[src/rtl/ifu_pkg.sv]
// ifu_pkg: shared types and constants for the instruction fetch unit.
//   fetch_state_e : FETCH (issuing requests) / DRAIN (dropping responses that are stale after a redirect)
//   ifu_entry_t   : one prefetch queue entry, the instruction word tagged with its PC
//   INSTR_BYTES   : PC increment per fetched word
package ifu_pkg;

    localparam int IFU_ADDR_W  = 32;
    localparam int IFU_INSTR_W = 32;
    localparam int INSTR_BYTES = 4;

    typedef enum logic [0:0] {
        FETCH = 1'b0,
        DRAIN = 1'b1
    } fetch_state_e;

    typedef struct packed {
        logic [IFU_ADDR_W-1:0]  pc;
        logic [IFU_INSTR_W-1:0] instr;
    } ifu_entry_t;

endpackage

[src/rtl/instr_fetch_unit_fetch_queue.sv]
// fetch_queue: synchronous FIFO of ifu_entry_t used as the prefetch queue.
// Ports:
//   clk, reset         clock, synchronous active-high reset
//   push, push_entry   write one entry at the tail
//   pop                remove the head (caller guarantees non-empty)
//   flush              discard every entry; takes priority over push/pop
//   head               entry at the head (meaningful only when !empty)
//   count, empty       occupancy
module fetch_queue
    import ifu_pkg::*;
#(
    parameter int DEPTH = 4
) (
    input  logic                     clk,
    input  logic                     reset,
    input  logic                     push,
    input  ifu_entry_t               push_entry,
    input  logic                     pop,
    input  logic                     flush,
    output ifu_entry_t               head,
    output logic [$clog2(DEPTH):0]   count,
    output logic                     empty
);

    localparam int PTR_W = $clog2(DEPTH);

    ifu_entry_t       mem_r [DEPTH];
    logic [PTR_W-1:0] wr_ptr_r;
    logic [PTR_W-1:0] rd_ptr_r;
    logic [PTR_W:0]   count_r;

    // Pointer and occupancy bookkeeping; pointers wrap naturally since DEPTH is a power of two
    always_ff @(posedge clk) begin
        if (reset || flush) begin
            wr_ptr_r <= {PTR_W{1'b0}};
            rd_ptr_r <= {PTR_W{1'b0}};
            count_r  <= {(PTR_W + 1){1'b0}};
        end else begin
            if (push) begin
                wr_ptr_r <= wr_ptr_r + {{(PTR_W - 1){1'b0}}, 1'b1};
            end
            if (pop) begin
                rd_ptr_r <= rd_ptr_r + {{(PTR_W - 1){1'b0}}, 1'b1};
            end
            case ({push, pop})
                2'b10:   count_r <= count_r + {{PTR_W{1'b0}}, 1'b1};
                2'b01:   count_r <= count_r - {{PTR_W{1'b0}}, 1'b1};
                default: count_r <= count_r;
            endcase
        end
    end

    // Entry storage; contents need no reset because empty masks them
    always_ff @(posedge clk) begin
        if (push && !flush && !reset) begin
            mem_r[wr_ptr_r] <= push_entry;
        end
    end

    assign head  = mem_r[rd_ptr_r];
    assign count = count_r;
    assign empty = (count_r == {(PTR_W + 1){1'b0}});

endmodule

[src/rtl/instr_fetch_unit.sv]
// instr_fetch_unit: owns the fetch PC, issues in-order instruction memory reads
// under a credit limit and hands returned words to decode through a prefetch queue.
// Optional feature macro: IFU_PERF_CNT_EN enables the decode-starve counter
// (perf_stall_cnt); without it the port is tied to zero.
// Ports:
//   clk, reset                      clock, synchronous active-high reset
//   redirect_valid, redirect_pc     branch/exception redirect (pc[1:0] ignored)
//   imem_req_valid/ready/addr       fetch request handshake, addr = current PC
//   imem_rsp_valid/data             in-order response words
//   id_valid/ready, id_instr, id_pc queue head to decode
//   busy                            requests in flight or queue non-empty
//   perf_stall_cnt                  cycles decode was ready but starved
module instr_fetch_unit
    import ifu_pkg::*;
#(
    parameter int                ADDR_W      = 32,
    parameter int                INSTR_W     = 32,
    parameter int                QUEUE_DEPTH = 4,
    parameter logic [ADDR_W-1:0] RESET_PC    = {ADDR_W{1'b0}}
) (
    input  logic               clk,
    input  logic               reset,
    input  logic               redirect_valid,
    input  logic [ADDR_W-1:0]  redirect_pc,
    output logic               imem_req_valid,
    input  logic               imem_req_ready,
    output logic [ADDR_W-1:0]  imem_req_addr,
    input  logic               imem_rsp_valid,
    input  logic [INSTR_W-1:0] imem_rsp_data,
    output logic               id_valid,
    input  logic               id_ready,
    output logic [INSTR_W-1:0] id_instr,
    output logic [ADDR_W-1:0]  id_pc,
    output logic               busy,
    output logic [31:0]        perf_stall_cnt
);

    localparam int CNT_W = $clog2(QUEUE_DEPTH) + 1;

    logic [ADDR_W-1:0] pc_r;
    fetch_state_e      state_r;
    logic [CNT_W-1:0]  inflight_r;
    logic [CNT_W-1:0]  discard_r;

    logic              credit_ok_s;
    logic              req_fire_s;
    logic              rsp_fire_s;
    logic              push_s;
    logic              pop_s;
    logic [CNT_W-1:0]  inflight_next_s;
    logic [CNT_W-1:0]  inflight_less_rsp_s;
    logic [ADDR_W-1:0] rsp_pc_s;
    ifu_entry_t        push_entry_s;
    ifu_entry_t        head_s;
    logic [CNT_W-1:0]  q_count_s;
    logic              q_empty_s;

    // Credit rule: queued words plus outstanding requests never exceed the queue size
    assign credit_ok_s = ({1'b0, inflight_r} + {1'b0, q_count_s}) < (CNT_W + 1)'(QUEUE_DEPTH);

    // Handshakes and queue control; imem and decode interfaces are forced idle during reset
    always_comb begin
        imem_req_valid = !reset && (state_r == FETCH) && !redirect_valid && credit_ok_s;
        imem_req_addr  = reset ? RESET_PC : pc_r;
        req_fire_s     = imem_req_valid && imem_req_ready;
        rsp_fire_s     = imem_rsp_valid && (inflight_r != {CNT_W{1'b0}});
        push_s         = rsp_fire_s && (state_r == FETCH) && !redirect_valid;
        id_valid       = !reset && !q_empty_s;
        pop_s          = id_valid && id_ready;
        id_instr       = id_valid ? INSTR_W'(head_s.instr) : {INSTR_W{1'b0}};
        id_pc          = id_valid ? ADDR_W'(head_s.pc) : {ADDR_W{1'b0}};
        busy           = !reset && ((inflight_r != {CNT_W{1'b0}}) || !q_empty_s);
    end

    // Responses return in order, so in FETCH the oldest outstanding PC is pc minus the in-flight bytes
    always_comb begin
        rsp_pc_s           = pc_r - (ADDR_W'(inflight_r) * ADDR_W'(INSTR_BYTES));
        push_entry_s.pc    = IFU_ADDR_W'(rsp_pc_s);
        push_entry_s.instr = IFU_INSTR_W'(imem_rsp_data);
    end

    // Outstanding-request count: accept and response in the same cycle cancel out
    always_comb begin
        inflight_less_rsp_s = inflight_r - CNT_W'(rsp_fire_s);
        case ({req_fire_s, rsp_fire_s})
            2'b10:   inflight_next_s = inflight_r + {{(CNT_W - 1){1'b0}}, 1'b1};
            2'b01:   inflight_next_s = inflight_r - {{(CNT_W - 1){1'b0}}, 1'b1};
            default: inflight_next_s = inflight_r;
        endcase
    end

    // PC, in-flight/discard counters and FETCH/DRAIN state
    always_ff @(posedge clk) begin
        if (reset) begin
            pc_r       <= RESET_PC;
            state_r    <= FETCH;
            inflight_r <= {CNT_W{1'b0}};
            discard_r  <= {CNT_W{1'b0}};
        end else begin
            inflight_r <= inflight_next_s;
            if (redirect_valid) begin
                pc_r <= redirect_pc & ~ADDR_W'(INSTR_BYTES - 1);
            end else if (req_fire_s) begin
                pc_r <= pc_r + ADDR_W'(INSTR_BYTES);
            end
            case (state_r)
                FETCH: begin
                    // Every request still outstanding after this cycle now targets a dead path
                    if (redirect_valid) begin
                        discard_r <= inflight_less_rsp_s;
                        state_r   <= (inflight_less_rsp_s != {CNT_W{1'b0}}) ? DRAIN : FETCH;
                    end
                end
                DRAIN: begin
                    discard_r <= discard_r - CNT_W'(rsp_fire_s);
                    if (discard_r == {CNT_W{1'b0}}) begin
                        state_r <= FETCH;
                    end
                end
                default: begin
                    state_r   <= FETCH;
                    discard_r <= {CNT_W{1'b0}};
                end
            endcase
        end
    end

    fetch_queue #(
        .DEPTH (QUEUE_DEPTH)
    ) u_queue (
        .clk        (clk),
        .reset      (reset),
        .push       (push_s),
        .push_entry (push_entry_s),
        .pop        (pop_s),
        .flush      (redirect_valid),
        .head       (head_s),
        .count      (q_count_s),
        .empty      (q_empty_s)
    );

`ifdef IFU_PERF_CNT_EN
    logic [31:0] stall_cnt_r;

    // Saturating count of cycles where decode was ready but had nothing to take
    always_ff @(posedge clk) begin
        if (reset) begin
            stall_cnt_r <= 32'd0;
        end else if (id_ready && !id_valid && (stall_cnt_r != 32'hFFFF_FFFF)) begin
            stall_cnt_r <= stall_cnt_r + 32'd1;
        end
    end

    assign perf_stall_cnt = stall_cnt_r;
`else
    assign perf_stall_cnt = 32'd0;
`endif

endmodule

[config.mk]
export PLATFORM = sky130hd
export DESIGN_NAME = instr_fetch_unit
export DESIGN_NICKNAME = d
export VERILOG_FILES = /design/src/rtl/ifu_pkg.sv /design/src/rtl/instr_fetch_unit_fetch_queue.sv /design/src/rtl/instr_fetch_unit.sv
export SDC_FILE = /design/constraint.sdc
export NUM_CORES = 1
export LEC_CHECK = 0
export ABC_AREA = 1
export ABC_CLOCK_PERIOD_IN_PS = 6400
export CAP_MARGIN = 20
export CORE_MARGIN = 4
export CORE_UTILIZATION = 55
export DETAILED_ROUTE_END_ITERATION = 10
export PLACE_DENSITY_LB_ADDON = 0.2
export SLEW_MARGIN = 25
export SYNTH_ARGS = -nofsm -noshare
export SYNTH_HDL_FRONTEND = slang
export SYNTH_SLANG_ARGS = --single-unit
[constraint.sdc]
create_clock -name clk -period 6.4 [get_ports clk]
set_input_delay 1.92 -clock clk [delete_from_list [all_inputs] [get_ports clk]]
set_output_delay 1.92 -clock clk [all_outputs]
set_load 0.02 [all_outputs]
* Word level (Yosys, flattened, before mapping)
Memories as Yosys holds them, arrays and structs flattened. A register that Yosys moved wholly into a read port is not among the register bits. Index checks and enable logic that the tools add are counted. Widths: inputs -> output; s select.
Word-level totals: bits in registers 46, bits in writable memories 256, output and inout bits 131, logic and storage cells 69, memories kept 1
Operators by class: add/sub/neg operators 11, magnitude comparators 1, equality and inequality tests 5, muxes and demuxes 17, bitwise gates (word level) 1, reduce and logical (&&, ||, !) cells 25
Memory list:
- u_queue.mem_r | words 4, width 64, rd ports 1, clocked after Yosys merged registers in 1, write ports 1, line instr_fetch_unit_fetch_queue.sv:27 | ifu_entry_t mem_r [DEPTH];
Operators by type and width (count):
- $mux 32 | 5
- $add 32x3->32 const B | 1
- $sub 32x5->32 | 1
- $pmux 3 s2 | 3
- $logic_and 1x1->1 | 12
- $add 3x1->3 const B | 2
- $logic_not 3->1 | 2
- $reduce_bool 2->1 | 3
- $reduce_bool 3->1 | 2
- $sub 3x1->3 | 2
- $sub 3x1->3 const B | 2
- $mux 1 | 5
- $add 2x1->2 const B | 2
- $add 3x3->4 | 1
- $eq 2x1->1 const B | 2
- $eq 2x2->1 const B | 2
- $lt 4x3->1 const B | 1
- $mux 2 | 2
- $logic_not 1->1 | 3
- $mux 3 | 1
- $logic_or 1x1->1 | 2
- $ne 2x2->1 const B | 1
- $pmux 1 s2 | 1
- $reduce_or 2->1 | 1
- $not 1->1 | 1

* Longest topological paths before layout
Gate-level depths: netlist of run 1.
depth in word-level cells 8, mapped depth 13, gate-level depth less buffers 12

* Modules after synthesis
From an unflattened synthesis of run 1, not the netlist that was laid out.
Unflattened totals: cells, all modules 1475, area total of the unflattened synthesis 14321.2 um^2
By module, submodules not included:
- fetch_queue | instances 1, cells each 677, area an instance 9938.3 um^2, sequential area each 7867.5 um^2
- instr_fetch_unit | instances 1, cells each 798, area an instance 4383.0 um^2, sequential area each 740.7 um^2

* Worst setup path before layout of run 1
OpenSTA, ideal clock, no wires.
kind input -> register, from input port imem_rsp_valid, to memory u_queue.mem_r[0][0] (netlist name) (enable), arrival 4.965 ns, slack 0.952 ns, stages 4, path buffers 0, path through inv_1 nor2_1 nand3_1 nor2_1
Between the ends: longest elaborated chain between the ends 7
Ends and longest elaborated chain:
- start: declaration | line instr_fetch_unit.sv:28 | input logic imem_rsp_valid,
- $logic_and 1x1->1 | line instr_fetch_unit.sv:66 | rsp_fire_s = imem_rsp_valid && (inflight_r != {CNT_W{1'b0}});
- $logic_and 1x1->1 (2 in a row) | line instr_fetch_unit.sv:67 | push_s = rsp_fire_s && (state_r == FETCH) && !redirect_valid;
- $logic_and 1x1->1 (2 in a row) | line instr_fetch_unit_fetch_queue.sv:55 | if (push && !flush && !reset) begin
- $mux 1 | line instr_fetch_unit_fetch_queue.sv:55
- $mux 1 (not written as such) | line instr_fetch_unit_fetch_queue.sv:56 | mem_r[wr_ptr_r] <= push_entry;
- end: declaration | line instr_fetch_unit_fetch_queue.sv:27
No other way between the ends.

* Worst setup path after layout of run 1
from input port reset, to output port id_instr[31]
Between the ends: longest elaborated chain between the ends 3
Ends and longest elaborated chain:
- start: declaration | line instr_fetch_unit.sv:22 | input logic reset,
- $logic_not 1->1 | line instr_fetch_unit.sv:68 | id_valid = !reset && !q_empty_s;
- $logic_and 1x1->1 | line instr_fetch_unit.sv:68
- $mux 32 | line instr_fetch_unit.sv:70 | id_instr = id_valid ? INSTR_W'(head_s.instr) : {INSTR_W{1'b0}};
- end: declaration | line instr_fetch_unit.sv:32 | output logic [INSTR_W-1:0] id_instr,
No other way between the ends.

==> summary.txt, run 1 <==
Global routing
  – Initial antenna violation count: 0
  – Remaining Overflow, GRT: 0
  – First-pass GRT wire length: between 50 and 60 mm
  – Vias in the first global route: roughly 10000
  – Overall Global Routing Usage: a little under a quarter
  – Largest net degree at the start of global routing: 87

Cells and area
  – Post-layout net count: 1673
  – Commonest non-fill, non-tap cells in the layout: nor2_1 (362), edfxtp_1 (248), clkdlybuf4s50_1 (161), nand2_1 (159), o21ai_0 (150)
  – Area of the multi-input gates: between 0.004 and 0.005 mm²
  – Share of cells above drive strength 1: 5.970%
  – Layout area overhead: 19.83%
  – Most common cell after layout, fill and taps aside: nor2_1
  – Fill count: about 1900
  – Sequential cell area: around 0.0084 mm²

Route
  – Wirelength per Cell: approximately 17 µm
  – ANT nets after route: 0
  – First-pass DRT Iterations: 5
  – DR iter-0 viols: 910
  – Vias per cell: roughly 5.4
  – Drc violations: 0
  – Vias: between 10000 and 15000
  – DRT Wirelength: roughly 32 mm

Clock tree
  – Hold Buf Count CTS: 0
  – H-Tree Depth: 1
  – Setup bufs post-CTS: 0
  – Worst-Skew Late Latency: roughly 0.55 ns
  – CTS tree: yes
  – Max clock buf depth: 3
  – Clock Pin Slew Worst Setup and Hold Paths: 0.06 ns
  – Num CTS Buffers: 30
  – Number of gates resized after cts: 0
  – Clk root buf: clkbuf_16
  – Clk sinks: 294

Power
  – Comb power frac: roughly 9.9%
  – Tot Pwr: approximately 4.4 mW
  – P_leak: about 6 nW
  – Sw frac: a little under a quarter
  – Sw Pwr: 1.029 mW
  – Flop pwr share: between 40% and 50%
  – Power per cell area: 267.0 mW/mm²
  – Clock power frac: slightly above 40%
  – Internal: 3.400 mW
  – Worst VDD drop: about 0.17 mV

Setup path
  – CP Max Fanout: 29
  – Critical Setup Path Class: in -> out
  – Crit-path cells: buf_2 -> inv_1 -> nand2_2 -> buf_12 -> a21oi_1 -> clkdlybuf4s50_1
  – Crit. End Element: primary output
  – Crit path max-delay cell type: clkdlybuf4s50_1
  – CP Launch Type: input port
  – Critical path data required time: 4.48 ns
  – Arrival time at the worst endpoint: 3.78 ns
  – CP max stage delay: roughly 0.64 ns

Timing
  – Fmax: 0.1754 GHz
  – RSZ-0062 raised after global routing: no
  – Final worst-path cycle share: around 89%
  – Slew of the pin with the lowest slew margin: around 0.98 ns
  – Setup violators final: 0
  – Final hold viol count: 0
  – Setup TNS: 0 ns
  – Period minus WS final: about 5.7 ns
  – Slack of the critical path: between 0.6 and 0.7 ns
  – Clock Skews: 0.008027 ns
  – Final Slew Violations: 0
  – Slew headroom: between 30% and 40%

Floorplanning
  – Core Region: about 0.025 mm²
  – Starting Density: between 50% and 60%
  – Die area: 0.02777 mm²
  – Die width: approximately 170 µm
  – Die H: approximately 170 µm
  – # IOs: roughly 200
  – Num rows: 57

Logic synthesis
  – Syn avg cell area: ~9.5 µm²
  – Synth Register Bits: 294
  – Synth warnings: 0
  – Ranking of synthesized cells by area: edfxtp_1 (54%), nor2_1 (9.9%), dfxtp_1 (6.7%)
  – Mapped Cells: roughly 1500
  – Top cell type by total area after synthesis: edfxtp_1
  – Top cell type's share of synthesized area: 53.80%
  – Mapped cell area: about 0.014 mm²
  – Cell variety after synth: 37
  – Sequential area share after synthesis: approximately three fifths

Placed design
  – HPWL Detailed: about 20 mm
  – Pre-CTS setup slack: slightly below 0.7 ns
  – RePlAce Congestion: just over 0.9
  – Number of port buffers: 162

Flow run
  – Max-Cap Viols: 0

Hold path
  – Hold Path Class: reg -> reg

Run status
  – Outcome: complete, no violations
==> cells by family after synthesis <==
group / share of synthesized area, %
XOR/XNOR: 2.025
AO/OA/AOI/OAI: 9.780
flip-flops: 60.45
other: 0.02709
AND/OR/NAND/NOR: 18.62
adder cells (fa/ha/maj): 1.880
buffers and inverters: 7.213
==> layer usage <==
metal / vias up / track usage (%) / wire length (µm)
li1: 5062 / - / -
met1: 4873 / 30.53 / 13940
met2: 371 / 38.99 / 15570
met3: 49 / 3.105 / 2026
met4: 0 / 6.048 / 712
met5: - / 0 / 0
==> worst max-delay path, delay by kind of cell <==
family                 cells  cell delay (ns)
AND/OR/NAND/NOR            1             0.44
buffers and inverters      4             1.19
AO/OA/AOI/OAI              1             0.21
==> cell type report <==
| type | instances | area share [%] |
|---|---|---|
| Sequential cell | 294 | 50.48 |
| Antenna cell | 1 | 0.01509 |
| Multi-Input combinational cell | 981 | 27.97 |
| Inverter | 99 | 2.248 |
| Clock inverter | 24 | 1.652 |
| Tap cell | 324 | 2.444 |
| Timing Repair Buffer | 178 | 10.62 |
| Clock buffer | 32 | 4.571 |
==> registers in the layout, summed over array words and instances, names as in the netlist, named ones only <==
register,count
state_r,1
discard_r,3
inflight_r,3
u_queue.rd_ptr_r,2
u_queue.wr_ptr_r,2
u_queue.mem_r,248
u_queue.count,3
pc_r,30
==> power groups by stage <==
| stage | logic [mW] | clock network, mW | registers (mW) |
|---|---|---|---|
| floorplan | 0.306 | 0 | 2.21 |
| global placement | 0.423 | 0 | 2.22 |
| detailed placement | 0.435 | 0 | 2.22 |
| CTS | 0.438 | 1.83 | 2.18 |
| global route | 0.490 | 1.91 | 2.19 |
| finish | 0.440 | 1.80 | 2.18 |
==> path summary, 6_finish.rpt <==
kind | cells after the start | to | start | slack, ns
hold / removal | 2 | flip-flop | u_queue.rd_ptr_r[1] | 0.46
setup reg to reg | 11 | u_queue.count[2] | u_queue.count[1] | 3.72
hold reg to reg | 2 | flip-flop | u_queue.rd_ptr_r[1] | 0.46
setup / recovery | 6 | id_instr[31] | reset | 0.70
==> cell usage after synthesis, drive strengths merged <==
cell type and number:
a22oi 1, clkbuf 37, inv 99, o22ai 2, xor2 30, xnor2 2
nand3b 1, o21ai 163, nand2 169, and2 1, a31oi 2, edfxtp 248
nand3 61, o211ai 2, nor4 2, a21oi 95, fa 3, nand4 5
o31ai 1, dfxtp 46, ha 16, buf 74, a21boi 1, conb 1
nor2 380, nor3 8
==> per-stage QoR <==
stage	hold WS, ns	cell area (µm²)	utilization, %	std cells
after floorplan	0.4356	13970	-	1485
after global placement	0.4429	15550	63.39	1876
after detailed placement	0.4549	15550	63.39	1876
after CTS	0.4662	16580	67.59	1932
after global routing	0.5176	16580	67.60	1932
final	0.4597	16590	67.61	1933
Note: power is estimated with default switching activity, not from simulation.
==> inputs of run 2 (changes only) <==
--- a/config.mk
+++ b/config.mk
@@ -8,6 +8,7 @@
 export ABC_AREA = 1
 export ABC_CLOCK_PERIOD_IN_PS = 6400
 export CAP_MARGIN = 20
+export CORE_ASPECT_RATIO = 1.2
 export CORE_MARGIN = 4
 export CORE_UTILIZATION = 55
 export DETAILED_ROUTE_END_ITERATION = 10
==> run 2 against run 1 <==
Compared with the run above: via count is 1.9% lower; critical path depth stayed put; die area hardly changed; combinational power is 2% lower; worst setup slack better by 0.0031 ns; critical path type unchanged; largest power group unchanged; clock skew is 0.00066 ns higher; design area is 0.81% lower; register-to-register slack hardly changed; cell count is 0.47% lower; wire length is 1.6% lower; sequential share of layout area is 0.41 points higher; highest routed layer unchanged.
==> summary.txt, run 2 (synthesis gave the netlist of run 1 again) <==
Route
  – ANT nets after route: 0 (unchanged)
  – DR iter-0 viols: 621 (-32%)
  – First-pass DRT Iterations: 6 (+1)
  – Met2 WL: 16.23 mm (+4.2%)
  – Drc violations: 0 (unchanged)
  – DRT Wirelength: 31.74 mm (-1.6%)
  – Wirelength per Cell: 16.49 µm (-1.2%)
  – Met3 wire len: 1.758 mm (-13%)
  – Uppermost layer routed: met4
  – M1 WL: 13.21 mm (-5.3%)
  – Vias per cell: 5.282 (-1.4%)
  – Vias: 10160 (-1.9%)

Clock tree
  – Clock Pin Slew Worst Setup and Hold Paths: 0.06 ns (about the same)
  – CTS tree: yes
  – Number of gates resized after cts: 0 (unchanged)
  – Worst-Skew Late Latency: 0.53 ns (-0.02 ns)
  – Setup bufs post-CTS: 0 (unchanged)
  – Num CTS Buffers: 28 (-6.7%)
  – Clk sinks: 294 (unchanged)
  – H-Tree Depth: 1 (unchanged)
  – Hold Buf Count CTS: 0 (unchanged)
  – Max clock buf depth: 3 (unchanged)
  – Clk root buf: clkbuf_16

Timing
  – Final Hold Slack: 0.4578 ns (-0.001827 ns)
  – Setup TNS: 0 ns (unchanged)
  – Slew of the pin with the lowest slew margin: 0.9898 ns (+0.01141 ns)
  – Final worst-path cycle share: 89.04% (about the same)
  – Clock Skews: 0.008691 ns (+0.0006633 ns)
  – Final Slew Violations: 0 (unchanged)
  – Setup violators final: 0 (unchanged)
  – RSZ-0062 raised after global routing: no
  – Final hold viol count: 0 (unchanged)
  – Fmax: 0.1755 GHz (about the same)
  – Slew headroom: 33.80% (-0.76 points)
  – Period minus WS final: 5.698 ns (-0.003059 ns)

Floorplanning
  – Num rows: 63 (+11%)
  – Starting Density: 55.92% (-0.50 points)
  – Die H: 181.8 µm (+9.1%)
  – # IOs: 201 (unchanged)
  – Die area: 0.02778 mm² (about the same)
  – Core Region: 0.02475 mm² (+0.89%)
  – Die width: 152.8 µm (-8.3%)

Run status
  – Outcome: complete, no violations

Setup path
  – CP Launch Type: input port
  – CP Max Fanout: 29 (unchanged)
  – Critical Setup Path Class: in -> out
  – Critical path data required time: 4.48 ns (about the same)
  – Arrival time at the worst endpoint: 3.78 ns (about the same)
  – Crit. End Element: primary output

Global routing
  – Remaining Overflow, GRT: 0 (unchanged)
  – Overall Global Routing Usage: 22.20% (-0.45 points)
  – Initial antenna violation count: 0 (unchanged)
  – Largest net degree at the start of global routing: 71 (-18%)
  – Vias in the first global route: 9902 (-2.6%)
  – First-pass GRT wire length: 50.33 mm (-2.8%)

Power
  – Comb power frac: 10.3% (+0.4 points)
  – Tot Pwr: 4.199 mW (-5.2%)
  – Internal: 3.225 mW (-5.1%)
  – Sw frac: 23.20% (-0.031 points)
  – Clock power frac: 37.7% (-3.0 points)
  – Worst VDD drop: 0.1687 mV (+1.2%)
  – Flop pwr share: 52.0% (+2.7 points)
  – Power per cell area: 255.2 mW/mm² (-4.4%)
  – P_leak: 5.930 nW (-1.4%)
  – Sw Pwr: 974.3 µW (-5.3%)

Cells and area
  – Share of cells above drive strength 1: 5.629% (-0.34 points)
  – Most common cell after layout, fill and taps aside: nor2_1
  – Largest registers: u_queue.mem_r: 248 flops, pc_r: 30 flops
  – Layout area overhead: 18.86%
  – Fin util: 66.47% (-1.1 points)
  – Post-layout net count: 1669 (-0.24%)
  – Largest register by flop count: u_queue.mem_r
  – N_diodes: 0 (-1)
  – Commonest non-fill, non-tap cells in the layout: nor2_1 (362), edfxtp_1 (248), clkdlybuf4s50_1 (161), nand2_1 (159), o21ai_0 (150)
  – Max reg flops: 248 (unchanged)

Flow run
  – Max-Cap Viols: 0 (unchanged)

Placed design
  – RePlAce Congestion: 0.8811 (-4.5%)
  – Number of port buffers: 162 (unchanged)
  – HPWL Detailed: 20.37 mm (-0.11%)

Hold path
  – Hold Path Class: reg -> reg
[run 2: stage by stage]
| stage | worst slack [ns] | instances | cell area (µm²) |
|---|---|---|---|
| 2_1_floorplan | 0.9523 | 1485 | 13970 |
| 3_3_place_gp | 0.7102 | 1875 | 15570 |
| 3_5_place_dp | 0.6940 | 1875 | 15570 |
| 4_1_cts | 0.6891 | 1924 | 16450 |
| 5_1_grt | 0.5596 | 1924 | 16450 |
| 6_report | 0.7016 | 1924 | 16450 |
[run 2: worst paths after layout]
check | startpoint | depth (start not counted) | slack (ns) | end
max | reset | 6 | 0.70 | id_instr[21]
min | u_queue.rd_ptr_r[1] | 2 | 0.46 | flip-flop
max reg2reg | inflight_r[2] | 5 | 3.73 | u_queue.mem_r[1][1]
min reg2reg | u_queue.rd_ptr_r[1] | 2 | 0.46 | flip-flop
[run 2: final cells by class]
type	count	area, µm²
Clock buffer	40	777.0
Clock inverter	9	101.3
Fill cell	1951	8298
Inverter	99	371.6
Multi-Input combinational cell	981	4639
Sequential cell	294	8373
Tap cell	325	406.6
Timing Repair Buffer	176	1784
[run 2: critical path, stage by stage]
cell and delay (ns):
buf_2 0.10, inv_1 0.09, nand2_2 0.43, buf_4 0.40
a21oi_1 0.18, clkdlybuf4s50_1 0.63
[run 2: per-layer routing]
metal	GRT usage (%)	vias to the layer above
met5	0	-
li1	-	5041
met3	3.004	47
met4	5.312	0
met1	28.23	4747
met2	40.41	328
[run 2: power groups by stage]
stage | Sequential (mW) | Clock [mW] | Combinational, mW
3_5_place_dp | 2.22 | 0 | 0.432
2_1_floorplan | 2.21 | 0 | 0.306
6_report | 2.18 | 1.58 | 0.433
5_1_grt | 2.19 | 1.69 | 0.485
4_1_cts | 2.18 | 1.61 | 0.433
3_3_place_gp | 2.22 | 0 | 0.421
==> inputs of run 3 (changes only) <==
--- a/config.mk
+++ b/config.mk
@@ -8,7 +8,6 @@
 export ABC_AREA = 1
 export ABC_CLOCK_PERIOD_IN_PS = 6400
 export CAP_MARGIN = 20
-export CORE_ASPECT_RATIO = 1.2
 export CORE_MARGIN = 4
 export CORE_UTILIZATION = 55
 export DETAILED_ROUTE_END_ITERATION = 10
==> results of run 3 <==
The final DEF is identical to that of run 1; final timing and power are the same.
